==> config.mk <==
export PLATFORM = sky130hd
export DESIGN_NAME = instr_fetch_stage_flat
export DESIGN_NICKNAME = d
export VERILOG_FILES = /design/src/rtl/instr_fetch_stage_if.sv /design/src/rtl/instr_fetch_stage.sv /design/src/flat_wrapper.sv
export SDC_FILE = /design/constraint.sdc
export NUM_CORES = 1
export LEC_CHECK = 0
export CORE_ASPECT_RATIO = 0.6
export CORE_MARGIN = 2
export CORE_UTILIZATION = 40
export DETAILED_ROUTE_END_ITERATION = 16
export GPL_TIMING_DRIVEN = 0
export HOLD_SLACK_MARGIN = 0.12
export PLACE_DENSITY_LB_ADDON = 0.25
export REMOVE_ABC_BUFFERS = 1
export SYNTH_ARGS = -nofsm -noshare
export SYNTH_HDL_FRONTEND = slang
export SYNTH_SLANG_ARGS = --single-unit
==> constraint.sdc <==
create_clock -name clk -period 6.16 [get_ports clk]
set_clock_uncertainty 0.15 [all_clocks]
set_input_delay 0.616 -clock clk [delete_from_list [all_inputs] [get_ports clk]]
set_output_delay 0.616 -clock clk [all_outputs]
set_load 0.1 [all_outputs]
==> src/rtl/instr_fetch_stage_if.sv <==
// Fetch-stage bus bundle: address handoff, I-cache port, decode port.
interface instr_fetch_stage_if #(
  parameter int WORD_LENGTH = 32
);
  logic                   inAdrValid;
  logic [WORD_LENGTH-1:0] inPstate0;
  logic [WORD_LENGTH-1:0] inPstate1;
  logic                   outAdrReady;
  logic                   inFlush;
  logic                   outIcReqValid;
  logic [WORD_LENGTH-1:0] outIcSeg;
  logic [WORD_LENGTH-1:0] outIcOfs;
  logic                   inIcReqReady;
  logic                   inIcRspValid;
  logic [WORD_LENGTH-1:0] inIcRspData;
  logic                   inIcRspErr;
  logic                   outInstrValid;
  logic [WORD_LENGTH-1:0] outInstr;
  logic [WORD_LENGTH-1:0] outPstate0;
  logic [WORD_LENGTH-1:0] outPstate1;
  logic                   outInstrErr;
  logic                   inDecReady;

  modport master (
    input  inAdrValid, inPstate0, inPstate1, inFlush,
    input  inIcReqReady, inIcRspValid, inIcRspData,
    input  inIcRspErr, inDecReady,
    output outAdrReady, outIcReqValid, outIcSeg, outIcOfs,
    output outInstrValid, outInstr, outPstate0, outPstate1,
    output outInstrErr
  );

  modport slave (
    output inAdrValid, inPstate0, inPstate1, inFlush,
    output inIcReqReady, inIcRspValid, inIcRspData,
    output inIcRspErr, inDecReady,
    input  outAdrReady, outIcReqValid, outIcSeg, outIcOfs,
    input  outInstrValid, outInstr, outPstate0, outPstate1,
    input  outInstrErr
  );
endinterface

==> src/rtl/instr_fetch_stage.sv <==
// Instruction fetch stage: in-order fetch buffer with flush drain.
// IFETCH_PERF_CNT_EN adds fetch/stall performance counters.
module instr_fetch_stage #(
  parameter int WORD_LENGTH = 32,
  parameter int FIFO_DEPTH  = 4
) (
  input  logic clk,
  input  logic rst,
  instr_fetch_stage_if.master bus
`ifdef IFETCH_PERF_CNT_EN
  ,
  output logic [31:0] outFetchCnt,
  output logic [31:0] outStallCnt
`endif
);
  localparam int AW = $clog2(FIFO_DEPTH);
  localparam int CW = AW + 1;

  typedef logic [WORD_LENGTH-1:0] word_t;
  typedef enum logic [1:0] {IDLE, REQ, DRAIN} state_t;

  state_t state, state_nx;

  word_t             ps0_q [FIFO_DEPTH];
  word_t             ps1_q [FIFO_DEPTH];
  word_t             instr_q [FIFO_DEPTH];
  logic [FIFO_DEPTH-1:0] used, filled, err;

  logic [AW-1:0] alloc_ptr, rd_ptr, fill_ptr, idx;
  logic [CW-1:0] count, outstanding, drop_cnt, drop_nx;
  word_t         req_ps0, req_ps1;

  logic adr_ready, req_valid, accept, issue, mis_alloc;
  logic head_valid, pop, rsp_take, fill, misalign, found;

  assign misalign   = |bus.inPstate1[1:0];
  assign head_valid = used[rd_ptr] & filled[rd_ptr];
  assign pop        = head_valid & bus.inDecReady;
  assign rsp_take   = bus.inIcRspValid && outstanding != '0;
  assign fill       = rsp_take && !bus.inFlush;

  // Oldest allocated-but-unfilled entry; misaligned entries are skipped.
  always_comb begin
    fill_ptr = rd_ptr;
    found    = 1'b0;
    idx      = '0;
    for (int i = 0; i < FIFO_DEPTH; i++) begin
      idx = rd_ptr + AW'(i);
      if (!found && used[idx] && !filled[idx]) begin
        fill_ptr = idx;
        found    = 1'b1;
      end
    end
  end

  always_comb begin
    state_nx  = state;
    adr_ready = 1'b0;
    req_valid = 1'b0;
    accept    = 1'b0;
    issue     = 1'b0;
    mis_alloc = 1'b0;
    drop_nx   = drop_cnt;
    unique case (state)
      IDLE: begin
        adr_ready = !rst && !bus.inFlush &&
                    count < CW'(FIFO_DEPTH);
        accept    = adr_ready && bus.inAdrValid;
        mis_alloc = accept && misalign;
        if (accept && !misalign) state_nx = REQ;
      end
      REQ: begin
        req_valid = 1'b1;
        if (bus.inIcReqReady) begin
          issue    = 1'b1;
          state_nx = IDLE;
        end
      end
      DRAIN: begin
        if (bus.inIcRspValid) begin
          drop_nx = drop_cnt - CW'(1);
          if (drop_cnt == CW'(1)) state_nx = IDLE;
        end
      end
      default: state_nx = IDLE;
    endcase
    // A request the cache takes in the flush cycle still returns a word.
    if (bus.inFlush && state != DRAIN) begin
      drop_nx  = outstanding - CW'(rsp_take) + CW'(issue);
      state_nx = (drop_nx != '0) ? DRAIN : IDLE;
    end
  end

  always_ff @(posedge clk) begin
    if (rst) state <= IDLE;
    else     state <= state_nx;
  end

  always_ff @(posedge clk) begin
    if (rst) begin
      used        <= '0;
      filled      <= '0;
      err         <= '0;
      alloc_ptr   <= '0;
      rd_ptr      <= '0;
      count       <= '0;
      outstanding <= '0;
      drop_cnt    <= '0;
      req_ps0     <= '0;
      req_ps1     <= '0;
      for (int i = 0; i < FIFO_DEPTH; i++) begin
        ps0_q[i]   <= '0;
        ps1_q[i]   <= '0;
        instr_q[i] <= '0;
      end
    end else if (bus.inFlush) begin
      used        <= '0;
      filled      <= '0;
      alloc_ptr   <= '0;
      rd_ptr      <= '0;
      count       <= '0;
      outstanding <= '0;
      drop_cnt    <= drop_nx;
    end else begin
      drop_cnt <= drop_nx;
      if (accept && !misalign) begin
        req_ps0 <= bus.inPstate0;
        req_ps1 <= bus.inPstate1;
      end
      if (issue || mis_alloc) begin
        used[alloc_ptr]    <= 1'b1;
        filled[alloc_ptr]  <= mis_alloc;
        err[alloc_ptr]     <= mis_alloc;
        instr_q[alloc_ptr] <= '0;
        ps0_q[alloc_ptr]   <= issue ? req_ps0 : bus.inPstate0;
        ps1_q[alloc_ptr]   <= issue ? req_ps1 : bus.inPstate1;
        alloc_ptr          <= alloc_ptr + AW'(1);
      end
      if (fill) begin
        filled[fill_ptr]  <= 1'b1;
        err[fill_ptr]     <= bus.inIcRspErr;
        instr_q[fill_ptr] <= bus.inIcRspData;
      end
      if (pop) begin
        used[rd_ptr]   <= 1'b0;
        filled[rd_ptr] <= 1'b0;
        rd_ptr         <= rd_ptr + AW'(1);
      end
      count       <= count + CW'(issue | mis_alloc) - CW'(pop);
      outstanding <= outstanding + CW'(issue) - CW'(fill);
    end
  end

  always_ff @(posedge clk) begin
    if (!rst)
      assert (!(bus.inIcRspValid && outstanding == '0
                && drop_cnt == '0));
  end

`ifdef IFETCH_PERF_CNT_EN
  always_ff @(posedge clk) begin
    if (rst) begin
      outFetchCnt <= '0;
      outStallCnt <= '0;
    end else begin
      if (pop) outFetchCnt <= outFetchCnt + 32'd1;
      if (bus.inDecReady && !head_valid)
        outStallCnt <= outStallCnt + 32'd1;
    end
  end
`endif

  assign bus.outAdrReady   = adr_ready;
  assign bus.outIcReqValid = req_valid;
  assign bus.outIcSeg      = req_ps0;
  assign bus.outIcOfs      = req_ps1;
  assign bus.outInstrValid = head_valid;
  assign bus.outInstr      = instr_q[rd_ptr];
  assign bus.outPstate0    = ps0_q[rd_ptr];
  assign bus.outPstate1    = ps1_q[rd_ptr];
  assign bus.outInstrErr   = err[rd_ptr];
endmodule

==> src/flat_wrapper.sv <==
// flat-port wrapper written by rule: the top's interface ports become plain ports
module instr_fetch_stage_flat 
#(
  parameter int WORD_LENGTH = 32,
  parameter int FIFO_DEPTH  = 4
)
  (clk, rst, bus_inAdrValid, bus_inPstate0, bus_inPstate1, bus_inFlush, bus_inIcReqReady, bus_inIcRspValid, bus_inIcRspData, bus_inIcRspErr, bus_inDecReady, bus_outAdrReady, bus_outIcReqValid, bus_outIcSeg, bus_outIcOfs, bus_outInstrValid, bus_outInstr, bus_outPstate0, bus_outPstate1, bus_outInstrErr);
  instr_fetch_stage_if #(.WORD_LENGTH(WORD_LENGTH)) bus_i ();
  input  logic clk;
  input  logic rst;
  input wire logic [$bits(bus_i.inAdrValid)-1:0] bus_inAdrValid;
  input wire logic [$bits(bus_i.inPstate0)-1:0] bus_inPstate0;
  input wire logic [$bits(bus_i.inPstate1)-1:0] bus_inPstate1;
  input wire logic [$bits(bus_i.inFlush)-1:0] bus_inFlush;
  input wire logic [$bits(bus_i.inIcReqReady)-1:0] bus_inIcReqReady;
  input wire logic [$bits(bus_i.inIcRspValid)-1:0] bus_inIcRspValid;
  input wire logic [$bits(bus_i.inIcRspData)-1:0] bus_inIcRspData;
  input wire logic [$bits(bus_i.inIcRspErr)-1:0] bus_inIcRspErr;
  input wire logic [$bits(bus_i.inDecReady)-1:0] bus_inDecReady;
  output wire logic [$bits(bus_i.outAdrReady)-1:0] bus_outAdrReady;
  output wire logic [$bits(bus_i.outIcReqValid)-1:0] bus_outIcReqValid;
  output wire logic [$bits(bus_i.outIcSeg)-1:0] bus_outIcSeg;
  output wire logic [$bits(bus_i.outIcOfs)-1:0] bus_outIcOfs;
  output wire logic [$bits(bus_i.outInstrValid)-1:0] bus_outInstrValid;
  output wire logic [$bits(bus_i.outInstr)-1:0] bus_outInstr;
  output wire logic [$bits(bus_i.outPstate0)-1:0] bus_outPstate0;
  output wire logic [$bits(bus_i.outPstate1)-1:0] bus_outPstate1;
  output wire logic [$bits(bus_i.outInstrErr)-1:0] bus_outInstrErr;
  assign bus_i.inAdrValid = bus_inAdrValid;
  assign bus_i.inPstate0 = bus_inPstate0;
  assign bus_i.inPstate1 = bus_inPstate1;
  assign bus_i.inFlush = bus_inFlush;
  assign bus_i.inIcReqReady = bus_inIcReqReady;
  assign bus_i.inIcRspValid = bus_inIcRspValid;
  assign bus_i.inIcRspData = bus_inIcRspData;
  assign bus_i.inIcRspErr = bus_inIcRspErr;
  assign bus_i.inDecReady = bus_inDecReady;
  assign bus_outAdrReady = bus_i.outAdrReady;
  assign bus_outIcReqValid = bus_i.outIcReqValid;
  assign bus_outIcSeg = bus_i.outIcSeg;
  assign bus_outIcOfs = bus_i.outIcOfs;
  assign bus_outInstrValid = bus_i.outInstrValid;
  assign bus_outInstr = bus_i.outInstr;
  assign bus_outPstate0 = bus_i.outPstate0;
  assign bus_outPstate1 = bus_i.outPstate1;
  assign bus_outInstrErr = bus_i.outInstrErr;
  instr_fetch_stage #(.WORD_LENGTH(WORD_LENGTH), .FIFO_DEPTH(FIFO_DEPTH)) u_core (.clk(clk), .rst(rst), .bus(bus_i));
endmodule
==> Yosys cells after proc, flatten, opt, wreduce, memory -nomap -nowiden <==
Memories as Yosys holds them, arrays and structs flattened. A register that Yosys moved wholly into a read port is not among the register bits.
Cells that the tools add are included.
{ "totals": {"inputBits": 104, "ram_bits": 384, "mem_count": 3, "register_bits": 91, "elab_cells": 190, "output_inout_bits": 164} }
{ "classes": {"n_reduce_logical": 44, "n_addsub": 11, "muxes": 94, "n_eq_ne": 8, "magnitude_cmp": 10, "bitwise": 9} }
{ "mem_list": {"columns": ["name", "words", "word_bits", "rd", "rd_clocked_by_memory_dff", "wr", "line_no", "source"], "rows": [
  ["u_core.instr_q", 4, 32, 1, 1, 4, "instr_fetch_stage.sv:26", "word_t instr_q [FIFO_DEPTH];"],
  ["u_core.ps0_q", 4, 32, 1, 1, 4, "instr_fetch_stage.sv:24", "word_t ps0_q [FIFO_DEPTH];"],
  ["u_core.ps1_q", 4, 32, 1, 1, 4, "instr_fetch_stage.sv:25", "word_t ps1_q [FIFO_DEPTH];"]
]} }
{ "op_table": {"columns": ["operator", "n"], "rows": [
  ["$mux W32", 6],
  ["$reduce_or A32 Y1", 4],
  ["$mux W4", 15],
  ["$mux W2", 19],
  ["$mux W1", 35],
  ["$logic_and A1 B1 Y1", 19],
  ["$bmux W1 S2", 9],
  ["$lt A2 B3 Y1 const B", 6],
  ["$bwmux W4", 3],
  ["$logic_not A1 Y1", 10],
  ["$mux W3", 3],
  ["$sub A3 B1 Y3", 3],
  ["$and A4 B4 Y4", 2],
  ["$or A4 B4 Y4", 2],
  ["$add A3 B1 Y3", 2],
  ["$demux W1 S2", 3],
  ["$ge A2 B1 Y1 const B", 3],
  ["$ne A3 B1 Y1 const B", 2],
  ["$ne A3 B2 Y1 const B", 2],
  ["$pmux W2 S3", 1],
  ["$reduce_bool A3 Y1", 2],
  ["$add A2 B1 Y2 const B", 2],
  ["$add A2 B2 Y2 const B", 2],
  ["$not A4 Y4", 1],
  ["16 further kinds", 20]
]} }

==> Depth between registers and ports, before layout <==
Gate-level depths: netlist of run 1.
{ "depth": {"word_depth": 27, "mapped_depth": 12, "mapped_depth_nobuf": 10} }

==> Worst setup path after synthesis of run 1 <==
Ideal clock, no wire load.
{ "synth_timing": {"path_type": "in2out", "from": "input port bus_inFlush", "to": "output port bus_outAdrReady", "path_slack_ns": 1.123, "required_ns": 5.394, "stages": 5, "path_buffers": 3, "arrival_time_ns": 4.271, "path_cell_list": "clkbuf_1 -> or2_2 -> clkbuf_1 -> clkbuf_1 -> nor4_1"} }
{ "synth_between": {"elab_chain_len": 4} }
{ "synth_lines": {"columns": ["element", "line_no", "source"], "rows": [
  ["from (decl)", "flat_wrapper.sv:14", "input wire logic [$bits(bus_i.inFlush)-1:0] bus_inFlush;"],
  ["$logic_not A1 Y1", "instr_fetch_stage.sv:66", "adr_ready = !rst && !bus.inFlush &&"],
  ["$logic_and A1 B1 Y1 (2 in a row)", "instr_fetch_stage.sv:66", null],
  ["$mux W1", "instr_fetch_stage.sv:64", "unique case (state)"],
  ["to (decl)", "flat_wrapper.sv:20", "output wire logic [$bits(bus_i.outAdrReady)-1:0] bus_outAdrReady;"]
]} }
No other way between the ends.

==> qor.yml, run 1 <==
synth:
  synth_cell_type_count: 50
  synth_cells: 1529
  ys_seq_area_share_pct: 66.0
  netlist_area_sq_um: 20300
  synthArstFlopShare_pct: 0
  synth.top_cell.area_share_pct: 56.8
  synth_simple_gate_area_share_pct: 12.2
  synth_top_family_by_area: "multiplexers"
  synth_edf_count: 384
  synth_ff_type: "edfxtp_1"
  synth_top_cell_by_area: "edfxtp_1"
  synth_compound_area_share_pct: 3.34
  synth.most_common_cell: "nor2_1"
  ys_seq_elements: 477
  synth_area_leaders: "edfxtp_1 (57%), mux4_2 (11%), dfxtp_1 (9.2%)"
  post_synth_fa_ha_maj_area_fraction_pct: 1.28
  synth_xor_area_share_pct: 0.388
  synthTopCellsByCount: "nor2_1 (410), edfxtp_1 (384), nand2_1 (167)"
  postSynthAreaPerCell_sq_um: 13.3
  synth_warnings: 0
  synth.area.mux_share_pct: 14.5
floorplanning:
  core_sq_um: 49700
  start_util_pct: 40.8
  rows: 63
  pin_count: 268
  die_area_sq_um: 52600
  dieWidth_um: 295
  fp.dieH_um: 178
pwr:
  p_leak_nw: 9.27
  peakVddDrop_mv: 0.221
  p_per_area_nw_per_um2: 273
timing:
  rsz0062_at_grt: "no"
  final_max_slew_viol_count: 0
  worst_slew_pin_slew_ps: 1090
  layout_setup_ws_ps: 1810
  fmax_mhz: 230
  hold_viol_final: 0
  maxSlewHeadroom_pct: 26.8
  whs_ps: 317
  period_share_pct: 70.6
  period_minus_slack_ps: 4350
  setup_viol: 0
final_layout:
  final_nets: 1895
  regArea_sq_um: 13400
  multi_input_area_sq_um: 6540
  drive_gt1_share_pct: 12.4
  num_antenna_cells: 0
  nFillCells: 4213
  area_delta_synth_final_pct: 25.8
placement:
  port-buffer-count: 267
  place.gp.congestion: 0.777
  dp_hpwl_mm: 32.7
  pre_cts_ws_ps: 1690
cts:
  clk_latency_ps: 550
  cts-root-buf: "clkbuf_16"
  tritoncts: "yes"
  hold_buffers: 0
  cts_sinks: 477
  clkTransAtPathRegs_ps: 60
  cts_buffers: 47
  htreeDepth: 2
  post_cts_buffers: 0
  clockBufferDepth: 3
  cts_resized: 0
setup_path:
  arrival_ps: 4430
  critPathCaptureType: "flop"
  r2r_start: "u_core.rd_ptr[0]"
  crit_fanout: 34
  startpoint_type: "flop"
  critPathLaunch: "u_core.rd_ptr[0]"
  cp.required_ps: 6240
  path_class: "reg -> reg"
global_route:
  antenna_found_initial: 0
  grt_pass1_vias: 13379
  grt_pass1_wl_mm: 78.2
  gr-total-overflow: 0
  grt_max_degree: 75
  grt_use_total_pct: 19.4
route:
  routed_wl_mm: 50.9
  drcViolationCount: 0
  wire_per_inst_um: 20.5
  final_antenna_net_count: 0
  routed_via_density: 5.19
  drtIter0Drc: 927
  via_count: 12909
  firstDrtPassIters: 5
flow_run:
  drv_cap: 0
worst_hold_path:
  worstHoldStart: "rst"
  hold_class: "in -> reg"
status:
  status: "completed"
-- critical path, stage by stage (launching register included) --
cell and delay (ps):
dfxtp_1 660, mux4_2 610, nor2b_2 220, o32ai_4 350, nand3_2 810, or3_1 720, nand2b_2 230, buf_12 240
-- cell type report --
type                    instances  share of cell area (%)
repair buffers                296                    12.8
clock buffers                  55                    4.84
clock inverters                29                   0.559
flip-flops and latches        477                    52.5
multi-input cells             930                    25.6
inverters                      20                   0.304
well taps                     682                    3.34
-- final timing paths --
path                        endpoint  slack (ps)  cells after the start
min            u_core.outstanding[0]         320                      3
min reg2reg  u_core.bus.outIcSeg[21]         320                      2
max             u_core.instr_q[0][6]        1810                      7
max reg2reg     u_core.instr_q[0][6]        1810                      7
-- registers in the layout, indices dropped and copies added (netlist names), named ones only --
name	flops
u_core.bus.outIcSeg	32
u_core.ps1_q	128
u_core.count	3
u_core.instr_q	128
u_core.ps0_q	128
u_core.err	4
u_core.drop_cnt	3
u_core.rd_ptr	2
u_core.filled	4
u_core.alloc_ptr	2
u_core.state	2
u_core.bus.outIcOfs	32
u_core.outstanding	3
u_core.used	4
-- logic make-up (layout without fill, tap and decap cells) --
| logic type | after synthesis | in the layout |
|---|---|---|
| multiplexers | 168 | 168 |
| XOR/XNOR | 9 | 9 |
| adder cells (fa/ha/maj) | 19 | 19 |
| flip-flops | 477 | 477 |
| AND/OR/NAND/NOR | 627 | 627 |
| buffers and inverters | 122 | 400 |
| AO/OA/AOI/OAI | 107 | 107 |
-- layout by cell type, fill, tap and decap left out, types with 3 or more instances in the layout --
cell | synthesis | routed
nor3_1 | 5 | 3
mux4_2 | 100 | 100
or3_4 | 0 | 3
a211oi_1 | 5 | 5
nand2_1 | 167 | 167
or3_1 | 8 | 4
nand3_1 | 5 | 4
buf_6 | 1 | 6
fa_1 | 3 | 3
clkbuf_1 | 84 | 5
nor2_1 | 410 | 410
clkdlybuf4s50_1 | 0 | 266
xnor2_1 | 7 | 7
a221o_1 | 4 | 4
buf_16 | 0 | 13
inv_1 | 19 | 19
nand2b_2 | 0 | 4
clkbuf_16 | 0 | 47
a221oi_1 | 4 | 4
o21ai_0 | 3 | 3
ha_1 | 16 | 16
nand2b_4 | 0 | 3
mux2i_1 | 67 | 67
a22oi_1 | 8 | 8
nor3b_1 | 3 | 3
and2_1 | 3 | 3
buf_12 | 0 | 8
a21oi_1 | 70 | 70
edfxtp_1 | 384 | 384
clkinv_1 | 0 | 15
clkinv_2 | 0 | 9
dfxtp_1 | 93 | 91
clkbuf_8 | 0 | 3
nor2b_1 | 7 | 7
-- routing by layer --
metal | global-route usage, % | share of wire [%] | vias to the layer above
met5 | 0 | 0 | -
met4 | 3.61 | 1.4 | 0
met3 | 3.35 | 5.3 | 60
met2 | 30.8 | 47 | 311
met1 | 28.4 | 46 | 6556
li1 | - | - | 5982
-- power breakdown --
group	leakage [nW]	switching, mW	internal [mW]
sequential	4.73	0.0308	3.59
combinational	3.86	0.506	0.208
clock	0.679	1.21	1.43
total	9.27	1.75	5.23
-- through the flow --
| step | util, % | cells | setup TNS [ps] | instance area [sq um] | power, mW |
|---|---|---|---|---|---|
| floorplan | - | 1427 | -28980 | 19900 | 4.14 |
| global placement | 47.1 | 2376 | -4116980 | 23400 | 4.39 |
| detailed placement | 48.5 | 2405 | 0 | 24100 | 4.41 |
| CTS | 51.3 | 2489 | 0 | 25500 | 7.05 |
| global route | 51.3 | 2489 | 0 | 25500 | 7.21 |
| finish | 51.3 | 2489 | 0 | 25500 | 6.97 |
(Power assumes the default switching activity.)
==> inputs of run 2 (changes only) <==
Clock period 6.16 ns to 3.7 ns, I/O delays scaled along.
==> run 2 against run 1 <==
Effect of this change:
- via count grew 0.31%
- design area shrank 0.25%
- power grew 66%
- critical path depth grew 2
- clock power grew 67%
- setup slack lost 1700 ps
- wire length grew 1.0%
- die area is the same
- sequential power grew 66%
- final cell count grew 0.12%
- sequential cell count is the same
- largest power group unchanged
==> qor.yml, run 2 (synthesis results as in run 1) <==
cts:
  clockBufferDepth: 3  # unchanged
  htreeDepth: 2  # unchanged
  clk_latency_ps: 550  # about the same
  cts_sinks: 477  # unchanged
  cts_buffers: 47  # unchanged
  tritoncts: "yes"
  cts-root-buf: "clkbuf_16"
  clkTransAtPathRegs_ps: 60  # about the same
setup_path:
  critPathCaptureType: "flop"
  r2r_end: "u_core.instr_q[1][27]"
  rrSetupSlack_ps: 130  # -1680 ps
  path_class: "reg -> reg"
  startpoint_type: "flop"
  r2r_start: "u_core.rd_ptr[1]"
  cp.required_ps: 3780  # -2460 ps
  r2r_cells: 9  # +2
  arrival_ps: 3650  # -780 ps
  crit_fanout: 26  # -24%
flow_run:
  drv_cap: 0  # unchanged
route:
  via_count: 12949  # +0.31%
  final_antenna_net_count: 0  # unchanged
  wire_per_inst_um: 20.6  # +0.93%
  firstDrtPassIters: 7  # +2
  routed_via_density: 5.20  # +0.19%
  drtIter0Drc: 961  # +3.7%
  routed_wl_mm: 51.4  # +1.0%
  drcViolationCount: 0  # unchanged
global_route:
  antenna_found_initial: 0  # unchanged
  gr-total-overflow: 0  # unchanged
  grt_pass1_vias: 13375  # -0.030%
  grt_max_degree: 75  # unchanged
  grt_pass1_wl_mm: 78.7  # +0.64%
  grt_use_total_pct: 19.6  # +0.18 points
worst_hold_path:
  holdPathStages: 3  # unchanged
  min_delay_worst_endpoint: "u_core.bus.outIcSeg[8]"
  worstHoldStart: "bus_inPstate0[8]"
  hold_class: "in -> reg"
pwr:
  p_leak_nw: 9.53  # +2.8%
  p_per_area_nw_per_um2: 455  # +66%
  peakVddDrop_mv: 0.369  # +67%
placement:
  dp_hpwl_mm: 32.7  # unchanged
  port-buffer-count: 267  # unchanged
  pre_cts_ws_ps: -630  # -2320 ps
  place_inst: 2405  # unchanged
  place.gp.congestion: 0.777  # unchanged
  place_area_sq_um: 24100  # unchanged
floorplanning:
  dieWidth_um: 295  # unchanged
  start_util_pct: 40.8  # unchanged
  fp.dieH_um: 178  # unchanged
  core_sq_um: 49700  # unchanged
  die_area_sq_um: 52600  # unchanged
  rows: 63  # unchanged
  pin_count: 268  # unchanged
timing:
  fmax_mhz: 280  # +22%
  period_share_pct: 96.5  # +26 points
  hold_viol_final: 0  # unchanged
  finalSetupTns_ps: 0  # unchanged
  final_max_slew_viol_count: 0  # unchanged
  layout_setup_ws_ps: 131  # -1680 ps
  maxSlewHeadroom_pct: 27.0  # +0.17 points
  setup_viol: 0  # unchanged
  rsz0062_at_grt: "no"
  period_minus_slack_ps: 3570  # -782 ps
  worst_slew_pin_slew_ps: 1090  # -7.51 ps
final_layout:
  final_common_cell: "nor2_1"
  final_cell_mix: "nor2_1 (410), edfxtp_1 (384), clkdlybuf4s50_1 (180)"
  top_regs: "u_core.instr_q x128, u_core.ps0_q x128, u_core.ps1_q x128"
  post-route-cell-area_sq_um: 25500  # -0.25%
  instances_no_fill: 2492  # +0.12%
  area_delta_synth_final_pct: 25.5
  num_antenna_cells: 0  # unchanged
  drive_gt1_share_pct: 12.5  # +0.15 points
  final_nets: 1898  # +0.16%
status:
  status: "completed"
## run 2: changes by cell type in the layout (fill, tap and decap cells not counted), sizes merged
| cell | previous run | this run |
|---|---|---|
| clkdlybuf4s50 | 266 | 180 |
| dlygate4sd2 | 0 | 85 |
| buf | 30 | 31 |
| dlygate4sd3 | 0 | 1 |
| dlymetal6s2s | 0 | 1 |
| nand3 | 6 | 7 |
## run 2: worst max path at each step
| stage | startpoint | to | slack (ps) | cells after the start |
|---|---|---|---|---|
| floorplan | bus_inFlush | u_core.instr_q[1][0] | -2520 | 5 |
| global placement | rst | u_core.instr_q[0][9] | -11290 | 6 |
| detailed placement | u_core.rd_ptr[0] | u_core.instr_q[0][20] | -630 | 7 |
| CTS | bus_inFlush | bus_outAdrReady | 60 | 4 |
| global route | u_core.rd_ptr[1] | u_core.instr_q[1][1] | 5 | 9 |
| finish | u_core.rd_ptr[1] | u_core.instr_q[1][27] | 130 | 9 |
## run 2: routing by layer
layer / track usage (%) / vias to the layer above / wire length, um
met5: 0 / - / 0
met4: 3.66 / 0 / 784
met3: 3.29 / 61 / 2920
met2: 31.0 / 346 / 23900
met1: 28.9 / 6555 / 23900
li1: - / 5987 / -
## run 2: power by group
part	internal [mW]	total, mW	switching, mW
sequential	5.97	6.02	0.0512
combinational	0.311	1.15	0.842
clock	2.38	4.40	2.02
total	8.66	11.6	2.91
## run 2: critical path: stages (launching register included)
cell and delay [ps]:
dfxtp_1 630, inv_1 210, ha_1 350, inv_1 120, a21oi_1 90, o32ai_4 530, o21ai_4 220, or3_1 420
nand2b_2 240, buf_12 250
## run 2: through the flow
step                hold slack [ps]  util, %  total power [mW]
floorplan                       289        -              6.89
global placement                305     47.1              7.30
detailed placement              309     48.5              7.34
CTS                             205     51.2              11.7
global route                    218     51.2              12.0
finish                          247     51.2              11.6
## run 2: final cells by class
class,instances,area [sq um]
clock inverter,29,143
timing repair buffer,298,3190
clock buffer,55,1240
multi-input combinational,931,6560
inverter,20,77.6
fill,4255,24300
tap,682,853
sequential,477,13400
## run 2: what timing repair did
item                                    CTS  global route
pin swaps                                 1             0
setup buffers                             1             0
hold buffers                              1             0
cloned                                    1             0
resized for setup                        87             2
hold endpoints to repair                  2             0
endpoints found under the setup margin  119            54
